--- src/rtl/sargantana_set_ram_ctrl_if.sv ---
// ----------------------------------------------------------------------------
// sargantana_set_ram_ctrl_if
// Bundles every non-clock signal of sargantana_set_ram_ctrl:
//   lookup_*  : fetch read requests and their returned line
//   refill_*  : refill start/target index and completion pulse
//   beat_*    : refill beat stream (valid/ready handshake)
//   flush_*   : whole-RAM zeroing request and busy indication
//   ram_*     : the single set-RAM port driven by the controller
// Modports:
//   slave  - the controller itself
//   master - the environment (icache FSM, refill path and set RAM)
// ----------------------------------------------------------------------------
interface sargantana_set_ram_ctrl_if #(
    parameter int ADDR_WIDHT = 6,
    parameter int SET_WIDHT  = 256,
    parameter int BEAT_WIDTH = 64
);
    logic                  lookup_req_i;
    logic [ADDR_WIDHT-1:0] lookup_addr_i;
    logic                  lookup_ready_o;
    logic                  lookup_valid_o;
    logic [SET_WIDHT-1:0]  lookup_data_o;

    logic                  refill_start_i;
    logic [ADDR_WIDHT-1:0] refill_addr_i;
    logic                  beat_valid_i;
    logic [BEAT_WIDTH-1:0] beat_data_i;
    logic                  beat_ready_o;
    logic                  refill_done_o;

    logic                  flush_i;
    logic                  flush_busy_o;

    logic                  ram_req_o;
    logic                  ram_we_o;
    logic [ADDR_WIDHT-1:0] ram_addr_o;
    logic [SET_WIDHT-1:0]  ram_data_o;
    logic [SET_WIDHT-1:0]  ram_data_i;

    modport slave (
        input  lookup_req_i, lookup_addr_i,
        output lookup_ready_o, lookup_valid_o, lookup_data_o,
        input  refill_start_i, refill_addr_i, beat_valid_i, beat_data_i,
        output beat_ready_o, refill_done_o,
        input  flush_i,
        output flush_busy_o,
        output ram_req_o, ram_we_o, ram_addr_o, ram_data_o,
        input  ram_data_i
    );

    modport master (
        output lookup_req_i, lookup_addr_i,
        input  lookup_ready_o, lookup_valid_o, lookup_data_o,
        output refill_start_i, refill_addr_i, beat_valid_i, beat_data_i,
        input  beat_ready_o, refill_done_o,
        output flush_i,
        input  flush_busy_o,
        input  ram_req_o, ram_we_o, ram_addr_o, ram_data_o,
        output ram_data_i
    );
endinterface

--- src/rtl/sargantana_set_ram_ctrl.sv ---
// ----------------------------------------------------------------------------
// sargantana_set_ram_ctrl
// Initiator for one single-port sargantana_set_ram (read data one cycle after
// the request). Three users share the port:
//   - fetch lookups (reads), accepted in IDLE and FILL
//   - refills: BEATS beats are assembled into a line, then written in WRITE
//   - flush: a sweep writing zero to every entry 0..ICACHE_DEPTH-1
// Ports:
//   clk_i  : clock, all state changes on the rising edge
//   rst_i  : synchronous active-high reset; forces every output to 0
//   bus    : sargantana_set_ram_ctrl_if.slave (lookup / refill / beat /
//            flush / ram signal groups)
// ----------------------------------------------------------------------------
module sargantana_set_ram_ctrl #(
    parameter int ICACHE_DEPTH = 64,
    parameter int SET_WIDHT    = 256,
    parameter int ADDR_WIDHT   = 6,
    parameter int BEAT_WIDTH   = 64
) (
    input  logic                           clk_i,
    input  logic                           rst_i,
    sargantana_set_ram_ctrl_if.slave       bus
);

    localparam int BEATS = SET_WIDHT / BEAT_WIDTH;
    // Keep the beat counter at least one bit wide so single-beat lines still elaborate.
    localparam int BCW   = (BEATS > 1) ? $clog2(BEATS) : 1;
    localparam logic [BCW-1:0]        LAST_BEAT  = BCW'(BEATS - 1);
    localparam logic [ADDR_WIDHT-1:0] LAST_ENTRY = ADDR_WIDHT'(ICACHE_DEPTH - 1);

    typedef enum logic [1:0] {
        IDLE  = 2'd0,
        FILL  = 2'd1,
        WRITE = 2'd2,
        FLUSH = 2'd3
    } state_t;

    state_t                state_reg;
    state_t                state_next;
    logic [BCW-1:0]        beat_cnt_reg;
    logic [ADDR_WIDHT-1:0] flush_cnt_reg;
    logic [ADDR_WIDHT-1:0] refill_addr_reg;
    logic                  lookup_valid_reg;
    logic                  refill_done_reg;
    logic [SET_WIDHT-1:0]  line;

    logic lookup_ready;
    logic lookup_accept;
    logic beat_accept;

    // Handshake qualifiers. Gating with rst_i keeps every output low while the
    // reset is held, even in the first reset cycle before the registers clear.
    assign lookup_ready  = !rst_i && ((state_reg == IDLE) || (state_reg == FILL)) && !bus.flush_i;
    assign lookup_accept = bus.lookup_req_i && lookup_ready;
    assign beat_accept   = !rst_i && (state_reg == FILL) && bus.beat_valid_i;

    // ------------------------------------------------------------------
    // FSM: state register
    // ------------------------------------------------------------------
    always_ff @(posedge clk_i) begin
        if (rst_i) begin
            state_reg <= IDLE;
        end else begin
            state_reg <= state_next;
        end
    end

    // ------------------------------------------------------------------
    // FSM: next-state logic
    // ------------------------------------------------------------------
    always_comb begin
        state_next = state_reg;
        case (state_reg)
            IDLE: begin
                // Flush has priority over a refill started in the same cycle.
                if (bus.flush_i) begin
                    state_next = FLUSH;
                end else if (bus.refill_start_i) begin
                    state_next = FILL;
                end
            end
            FILL: begin
                // A flush abandons the partially assembled line; it is never written.
                if (bus.flush_i) begin
                    state_next = FLUSH;
                end else if (beat_accept && (beat_cnt_reg == LAST_BEAT)) begin
                    state_next = WRITE;
                end
            end
            WRITE: begin
                state_next = bus.flush_i ? FLUSH : IDLE;
            end
            FLUSH: begin
                if (flush_cnt_reg == LAST_ENTRY) begin
                    state_next = IDLE;
                end
            end
            default: state_next = IDLE;
        endcase
    end

    // ------------------------------------------------------------------
    // FSM: outputs (RAM port arbitration and ready signals)
    // ------------------------------------------------------------------
    always_comb begin
        bus.ram_req_o      = 1'b0;
        bus.ram_we_o       = 1'b0;
        bus.ram_addr_o     = '0;
        bus.ram_data_o     = '0;
        bus.beat_ready_o   = 1'b0;
        bus.flush_busy_o   = 1'b0;
        bus.lookup_ready_o = lookup_ready;
        if (!rst_i) begin
            bus.beat_ready_o = (state_reg == FILL);
            bus.flush_busy_o = (state_reg == FLUSH);
            case (state_reg)
                WRITE: begin
                    bus.ram_req_o  = 1'b1;
                    bus.ram_we_o   = 1'b1;
                    bus.ram_addr_o = refill_addr_reg;
                    bus.ram_data_o = line;
                end
                FLUSH: begin
                    // Data stays at the zero default.
                    bus.ram_req_o  = 1'b1;
                    bus.ram_we_o   = 1'b1;
                    bus.ram_addr_o = flush_cnt_reg;
                end
                default: begin
                    // lookup_ready already excludes WRITE/FLUSH, so the lookup
                    // can only reach the port when nothing else owns it.
                    if (lookup_accept) begin
                        bus.ram_req_o  = 1'b1;
                        bus.ram_addr_o = bus.lookup_addr_i;
                    end
                end
            endcase
        end
    end

    // ------------------------------------------------------------------
    // Counters, latched refill index and registered status pulses
    // ------------------------------------------------------------------
    always_ff @(posedge clk_i) begin
        if (rst_i) begin
            beat_cnt_reg     <= '0;
            flush_cnt_reg    <= '0;
            refill_addr_reg  <= '0;
            lookup_valid_reg <= 1'b0;
            refill_done_reg  <= 1'b0;
        end else begin
            lookup_valid_reg <= lookup_accept;
            refill_done_reg  <= (state_reg == WRITE);
            case (state_reg)
                IDLE: begin
                    if (bus.flush_i) begin
                        flush_cnt_reg <= '0;
                    end else if (bus.refill_start_i) begin
                        refill_addr_reg <= bus.refill_addr_i;
                        beat_cnt_reg    <= '0;
                    end
                end
                FILL: begin
                    if (bus.flush_i) begin
                        flush_cnt_reg <= '0;
                    end else if (beat_accept) begin
                        // Explicit wrap so non-power-of-two beat counts still return to 0.
                        beat_cnt_reg <= (beat_cnt_reg == LAST_BEAT) ? '0
                                                                    : beat_cnt_reg + BCW'(1);
                    end
                end
                WRITE: begin
                    if (bus.flush_i) begin
                        flush_cnt_reg <= '0;
                    end
                end
                FLUSH: begin
                    flush_cnt_reg <= flush_cnt_reg + ADDR_WIDHT'(1);
                end
                default: ;
            endcase
        end
    end

    // ------------------------------------------------------------------
    // Line assembly: one register per beat slot, beat k lands in slice k
    // (beat 0 in the least significant bits).
    // ------------------------------------------------------------------
    generate
        for (genvar gi = 0; gi < BEATS; gi++) begin : gen_slot
            logic [BEAT_WIDTH-1:0] slot_reg;

            always_ff @(posedge clk_i) begin
                if (rst_i) begin
                    slot_reg <= '0;
                end else if (beat_accept && !bus.flush_i && (beat_cnt_reg == BCW'(gi))) begin
                    slot_reg <= bus.beat_data_i;
                end
            end

            assign line[gi*BEAT_WIDTH +: BEAT_WIDTH] = slot_reg;
        end
    endgenerate

    // Registered pulses and pass-through read data, all forced low in reset.
    assign bus.lookup_valid_o = lookup_valid_reg && !rst_i;
    assign bus.refill_done_o  = refill_done_reg && !rst_i;
    assign bus.lookup_data_o  = rst_i ? '0 : bus.ram_data_i;

endmodule

--- src/flat_wrapper.sv ---
// flat-port wrapper written by rule: the top's interface ports become plain ports
module sargantana_set_ram_ctrl_flat 
#(
    parameter int ICACHE_DEPTH = 64,
    parameter int SET_WIDHT    = 256,
    parameter int ADDR_WIDHT   = 6,
    parameter int BEAT_WIDTH   = 64
)
  (clk_i, rst_i, bus_lookup_req_i, bus_lookup_addr_i, bus_lookup_ready_o, bus_lookup_valid_o, bus_lookup_data_o, bus_refill_start_i, bus_refill_addr_i, bus_beat_valid_i, bus_beat_data_i, bus_beat_ready_o, bus_refill_done_o, bus_flush_i, bus_flush_busy_o, bus_ram_req_o, bus_ram_we_o, bus_ram_addr_o, bus_ram_data_o, bus_ram_data_i);
  sargantana_set_ram_ctrl_if #(.ADDR_WIDHT(ADDR_WIDHT), .SET_WIDHT(SET_WIDHT), .BEAT_WIDTH(BEAT_WIDTH)) bus_i ();
  input  logic clk_i;
  input  logic rst_i;
  input wire logic [$bits(bus_i.lookup_req_i)-1:0] bus_lookup_req_i;
  input wire logic [$bits(bus_i.lookup_addr_i)-1:0] bus_lookup_addr_i;
  output wire logic [$bits(bus_i.lookup_ready_o)-1:0] bus_lookup_ready_o;
  output wire logic [$bits(bus_i.lookup_valid_o)-1:0] bus_lookup_valid_o;
  output wire logic [$bits(bus_i.lookup_data_o)-1:0] bus_lookup_data_o;
  input wire logic [$bits(bus_i.refill_start_i)-1:0] bus_refill_start_i;
  input wire logic [$bits(bus_i.refill_addr_i)-1:0] bus_refill_addr_i;
  input wire logic [$bits(bus_i.beat_valid_i)-1:0] bus_beat_valid_i;
  input wire logic [$bits(bus_i.beat_data_i)-1:0] bus_beat_data_i;
  output wire logic [$bits(bus_i.beat_ready_o)-1:0] bus_beat_ready_o;
  output wire logic [$bits(bus_i.refill_done_o)-1:0] bus_refill_done_o;
  input wire logic [$bits(bus_i.flush_i)-1:0] bus_flush_i;
  output wire logic [$bits(bus_i.flush_busy_o)-1:0] bus_flush_busy_o;
  output wire logic [$bits(bus_i.ram_req_o)-1:0] bus_ram_req_o;
  output wire logic [$bits(bus_i.ram_we_o)-1:0] bus_ram_we_o;
  output wire logic [$bits(bus_i.ram_addr_o)-1:0] bus_ram_addr_o;
  output wire logic [$bits(bus_i.ram_data_o)-1:0] bus_ram_data_o;
  input wire logic [$bits(bus_i.ram_data_i)-1:0] bus_ram_data_i;
  assign bus_i.lookup_req_i = bus_lookup_req_i;
  assign bus_i.lookup_addr_i = bus_lookup_addr_i;
  assign bus_lookup_ready_o = bus_i.lookup_ready_o;
  assign bus_lookup_valid_o = bus_i.lookup_valid_o;
  assign bus_lookup_data_o = bus_i.lookup_data_o;
  assign bus_i.refill_start_i = bus_refill_start_i;
  assign bus_i.refill_addr_i = bus_refill_addr_i;
  assign bus_i.beat_valid_i = bus_beat_valid_i;
  assign bus_i.beat_data_i = bus_beat_data_i;
  assign bus_beat_ready_o = bus_i.beat_ready_o;
  assign bus_refill_done_o = bus_i.refill_done_o;
  assign bus_i.flush_i = bus_flush_i;
  assign bus_flush_busy_o = bus_i.flush_busy_o;
  assign bus_ram_req_o = bus_i.ram_req_o;
  assign bus_ram_we_o = bus_i.ram_we_o;
  assign bus_ram_addr_o = bus_i.ram_addr_o;
  assign bus_ram_data_o = bus_i.ram_data_o;
  assign bus_i.ram_data_i = bus_ram_data_i;
  sargantana_set_ram_ctrl #(.ICACHE_DEPTH(ICACHE_DEPTH), .SET_WIDHT(SET_WIDHT), .ADDR_WIDHT(ADDR_WIDHT), .BEAT_WIDTH(BEAT_WIDTH)) u_core (.clk_i(clk_i), .rst_i(rst_i), .bus(bus_i));
endmodule
--- config.mk ---
export PLATFORM = sky130hd
export DESIGN_NAME = sargantana_set_ram_ctrl_flat
export DESIGN_NICKNAME = d
export VERILOG_FILES = /design/src/rtl/sargantana_set_ram_ctrl_if.sv /design/src/rtl/sargantana_set_ram_ctrl.sv /design/src/flat_wrapper.sv
export SDC_FILE = /design/constraint.sdc
export NUM_CORES = 1
export LEC_CHECK = 0
export BUFFER_PORTS_ARGS = -buffer_cell sky130_fd_sc_hd__buf_2
export CAP_MARGIN = 20
export CORE_AREA = 2 2 338 340
export CTS_CLUSTER_SIZE = 14
export DETAILED_ROUTE_END_ITERATION = 8
export DIE_AREA = 0 0 340 342
export PLACE_DENSITY = 0.36
export SLEW_MARGIN = 5
export SYNTH_ARGS = -nofsm -noshare
export SYNTH_HDL_FRONTEND = slang
export SYNTH_SLANG_ARGS = --single-unit
export TNS_END_PERCENT = 100
--- constraint.sdc ---
create_clock -name clk_i -period 4.9 [get_ports clk_i]
set_input_delay 0 -clock clk_i [delete_from_list [all_inputs] [get_ports clk_i]]
set_output_delay 0 -clock clk_i [all_outputs]
set_load 0.02 [all_outputs]
==> flow_metrics.env <==
export IMPL_cp_top_family="buffers and inverters"
export IMPL_io_pins=863
export IMPL_grt_max_degree=258
export IMPL_syn_nets=1953
export IMPL_crit_required_ps=5360
export IMPL_drc=0
export IMPL_wirelength_um=82400
export IMPL_syn_area_per_cell_um2=9.22
export IMPL_std_cell_rows=124
export IMPL_critPathLaunchType="flip-flop"
export IMPL_die_w_um=340
export IMPL_synth_xor_area_share_pct=0
export IMPL_grt_pass1_wl_um=113000
export IMPL_layout_nets=2802
export IMPL_drt_iter0_drc=626
export IMPL_worstPathCellList="or3b_1 -> buf_4 -> clkinv_4 -> nand3_4 -> buf_4 -> mux2i_1"
export IMPL_setup_viol=0
export IMPL_peakVddDrop_v=0.000156
export IMPL_grt_pass1_vias=14400
export IMPL_ys_warn_count=0
export IMPL_cts_reportedPaths_clkPinSlew_ps=60
export IMPL_drtAntennaViolNets=0
export IMPL_area_growth_pct=52.1
export IMPL_seqPwrFrac_pct=38.8
export IMPL_endpoint_kind="flip-flop"
export IMPL_die_area_um2=116000
export IMPL_path_max_fanout=33
export IMPL_synth_compound_area_share_pct=2.66
export IMPL_grt_ovfl_total=0
export IMPL_gp_congestion=0.858
export IMPL_synthTopCellsByArea="dfxtp_1, nor2b_1, mux2i_1"
export IMPL_drive_gt1_share_pct=40.5
export IMPL_critPathBufInv=3
export IMPL_p_leak_nw=11.3
export IMPL_min_period_ps=3390
export IMPL_relSlewSlack_pct=15.9
export IMPL_synth_top_family_by_area="simple AND/OR/NAND/NOR gates"
export IMPL_final_setup_tns_ps=0
export IMPL_utilization_pct=20.0
export IMPL_ys_flop_type="dfxtp_1"
export IMPL_cts_buffers=35
export IMPL_yosys_area_top_type="dfxtp_1"
export IMPL_timing_final_hold_violations=0
export IMPL_htreeDepth=2
export IMPL_first_pass_iters=4
export IMPL_synth_simple_gate_area_share_pct=36.8
export IMPL_clk_latency_ps=540
export IMPL_hpwl_um=64700
export IMPL_async_flop_share_pct=0
export IMPL_track_usage_pct=13.5
export IMPL_synthCells=1610
export IMPL_final_setup_skew_ps=10.9
export IMPL_p_clk_share_pct=46.8
export IMPL_slew_violations=0
export IMPL_cp_common_cell="buf_4"
export IMPL_switchingPower_w=0.00157
export IMPL_netlist_area_um2=14800
export IMPL_num_vias=14100
export IMPL_start_util_pct=13.1
export IMPL_status="finished clean"
export IMPL_clock_path_buffers=3
export IMPL_vias_per_cell=3.53
export IMPL_fillers=12700
export IMPL_period_share_pct=69.3
export IMPL_combinationalPowerShare_pct=14.4
export IMPL_synth_distinct_cells=40
export IMPL_p_per_area_nw_per_um2=258
export IMPL_synth_edf_count=0
export IMPL_largest_reg_flops=256
export IMPL_internal_power_w=0.00426
export IMPL_cpMaxStageDelayCell="dfxtp_1"
export IMPL_coreArea_um2=113000
export IMPL_crit_arrival_ps=3850
export IMPL_max_freq_mhz=295
export IMPL_crit_path_max_incr_delay_ps=830
export IMPL_synth_area_mux_share_pct=18.7
export IMPL_switching_share_pct=26.9
export IMPL_maxCapViolCount=0
export IMPL_die_y_um=342
export IMPL_tightestPinTransition_ps=1260
export IMPL_cts_tree="built"
export IMPL_ys_ff_latch=274
export IMPL_synth_top_area_share_pct=37.0
export IMPL_rsz0062_at_grt="no"
export IMPL_post_drt_wl_per_cell_um=20.5
export IMPL_ys_seq_area_share_pct=37.0
export IMPL_critical_path_class="flip-flop to flip-flop"
export IMPL_port_buffers=862
export IMPL_hp_class="input port to flip-flop"
export IMPL_synth_fa_ha_area_share_pct=0.421
export IMPL_cts_sinks=274
export IMPL_grt_antenna_before_repair=35
export IMPL_cts_root_buf="clkbuf_16"
-- synth_stat cells (2+ instances only) --
master,instances
a211oi_1,2
a21oi_1,31
a311oi_1,2
a41oi_1,2
and2_1,259
buf_1,2
buf_2,19
buf_6,13
clkbuf_1,105
dfxtp_1,274
ha_1,5
inv_1,3
mux2_2,17
mux2_4,50
mux2i_1,183
nand2_1,13
nand2b_1,223
nand3_1,3
nand3_2,3
nand3b_1,9
nand4_1,21
nand4b_1,2
nor2_1,9
nor2b_1,322
nor3_1,3
o31ai_1,21
-- cells by family after synthesis --
| group | count (synthesis) |
|---|---|
| buffers and inverters | 143 |
| and+or+nand+nor | 875 |
| AOI/OAI and AO/OA | 63 |
| DFF | 274 |
| adders and majority gates | 5 |
| muxes | 250 |
-- path summary, 6_finish.rpt --
| kind | start | end | slack [ps] | cells past startpoint |
|---|---|---|---|---|
| worst max-delay path | u_core.state_reg[1] | u_core.gen_slot[3].slot_reg[4] | 1510 | 6 |
| worst min-delay path | bus_beat_data_i[2] | u_core.gen_slot[1].slot_reg[2] | 140 | 3 |
| worst max register to register | u_core.state_reg[1] | u_core.gen_slot[3].slot_reg[4] | 1510 | 6 |
| worst min register to register | u_core.gen_slot[2].slot_reg[60] | u_core.gen_slot[2].slot_reg[60] | 460 | 2 |
-- cell usage in the layout (no fill, tap or decap), types with 2 or more instances in the layout --
cell type      count
a211oi_1           2
a21oi_1           31
nand2b_1         223
mux2_4            50
nor2_1             9
a41oi_1            2
nand4_1           21
nand3_4            3
nor2b_1          320
mux2_2            17
dlygate4sd3_1     75
dfxtp_1          274
nand4b_1           2
o31ai_1           21
a311oi_1           2
bufinv_16          3
buf_4             11
clkbuf_1           7
ha_1               5
nor3_1             3
diode_2           15
inv_1              3
clkbuf_8          10
clkinv_2           3
and2_1           259
nand3b_1           9
clkbuf_16         37
mux2i_1          183
buf_2            861
nand2_1           13
nand3_1            3
buf_12             3
-- routing by layer --
metal	vias up	part of all wire, %	global-route usage [%]
li1	6895	-	-
met1	6622	38	14.7
met2	517	54	26.1
met3	110	4.9	2.35
met4	4	3.4	4.19
met5	-	0.032	0
-- worst min-delay path: stages --
cell and delay, ps:
buf_2 80, nand2b_1 300, mux2i_1 230
-- power groups by stage --
stage          Combinational, W  Clock (W)  Sequential (W)
2_1_floorplan          0.000419          0         0.00230
3_3_place_gp           0.000818          0         0.00231
3_5_place_dp           0.000811          0         0.00231
4_1_cts                0.000867    0.00285         0.00226
5_1_grt                0.000907    0.00292         0.00226
6_report               0.000840    0.00273         0.00226
-- repair_timing --
action | CTS | global route
buffers inserted | 0 | 0
hold endpoints to repair | 263 | 0
hold buffers | 75 | 0
endpoints found under the setup margin | 0 | 0
resized for setup | 0 | 0
-- layout make-up --
class / instances / area [um2] / share of cell area (%)
diodes: 15 / 37.5 / 0.166
clock buffers: 54 / 1090 / 4.83
clock inverters: 6 / 105 / 0.466
inverters: 4 / 20.0 / 0.0887
multi-input cells: 1193 / 8730 / 38.7
flip-flops and latches: 274 / 5490 / 24.3
well taps: 1512 / 1890 / 8.38
repair buffers: 951 / 5220 / 23.1
-- per-stage QoR --
stage	setup slack, ps	power (W)	instances	instance area, um2	hold slack (ps)
floorplan	3070	0.00272	1610	14800	136
global placement	1570	0.00313	3859	20600	246
detailed placement	1520	0.00312	3859	20600	245
CTS	1510	0.00598	3994	22500	188
global route	1250	0.00608	3999	22600	174
finish	1510	0.00583	4009	22600	140
Note: power is estimated with default switching activity, not from simulation.
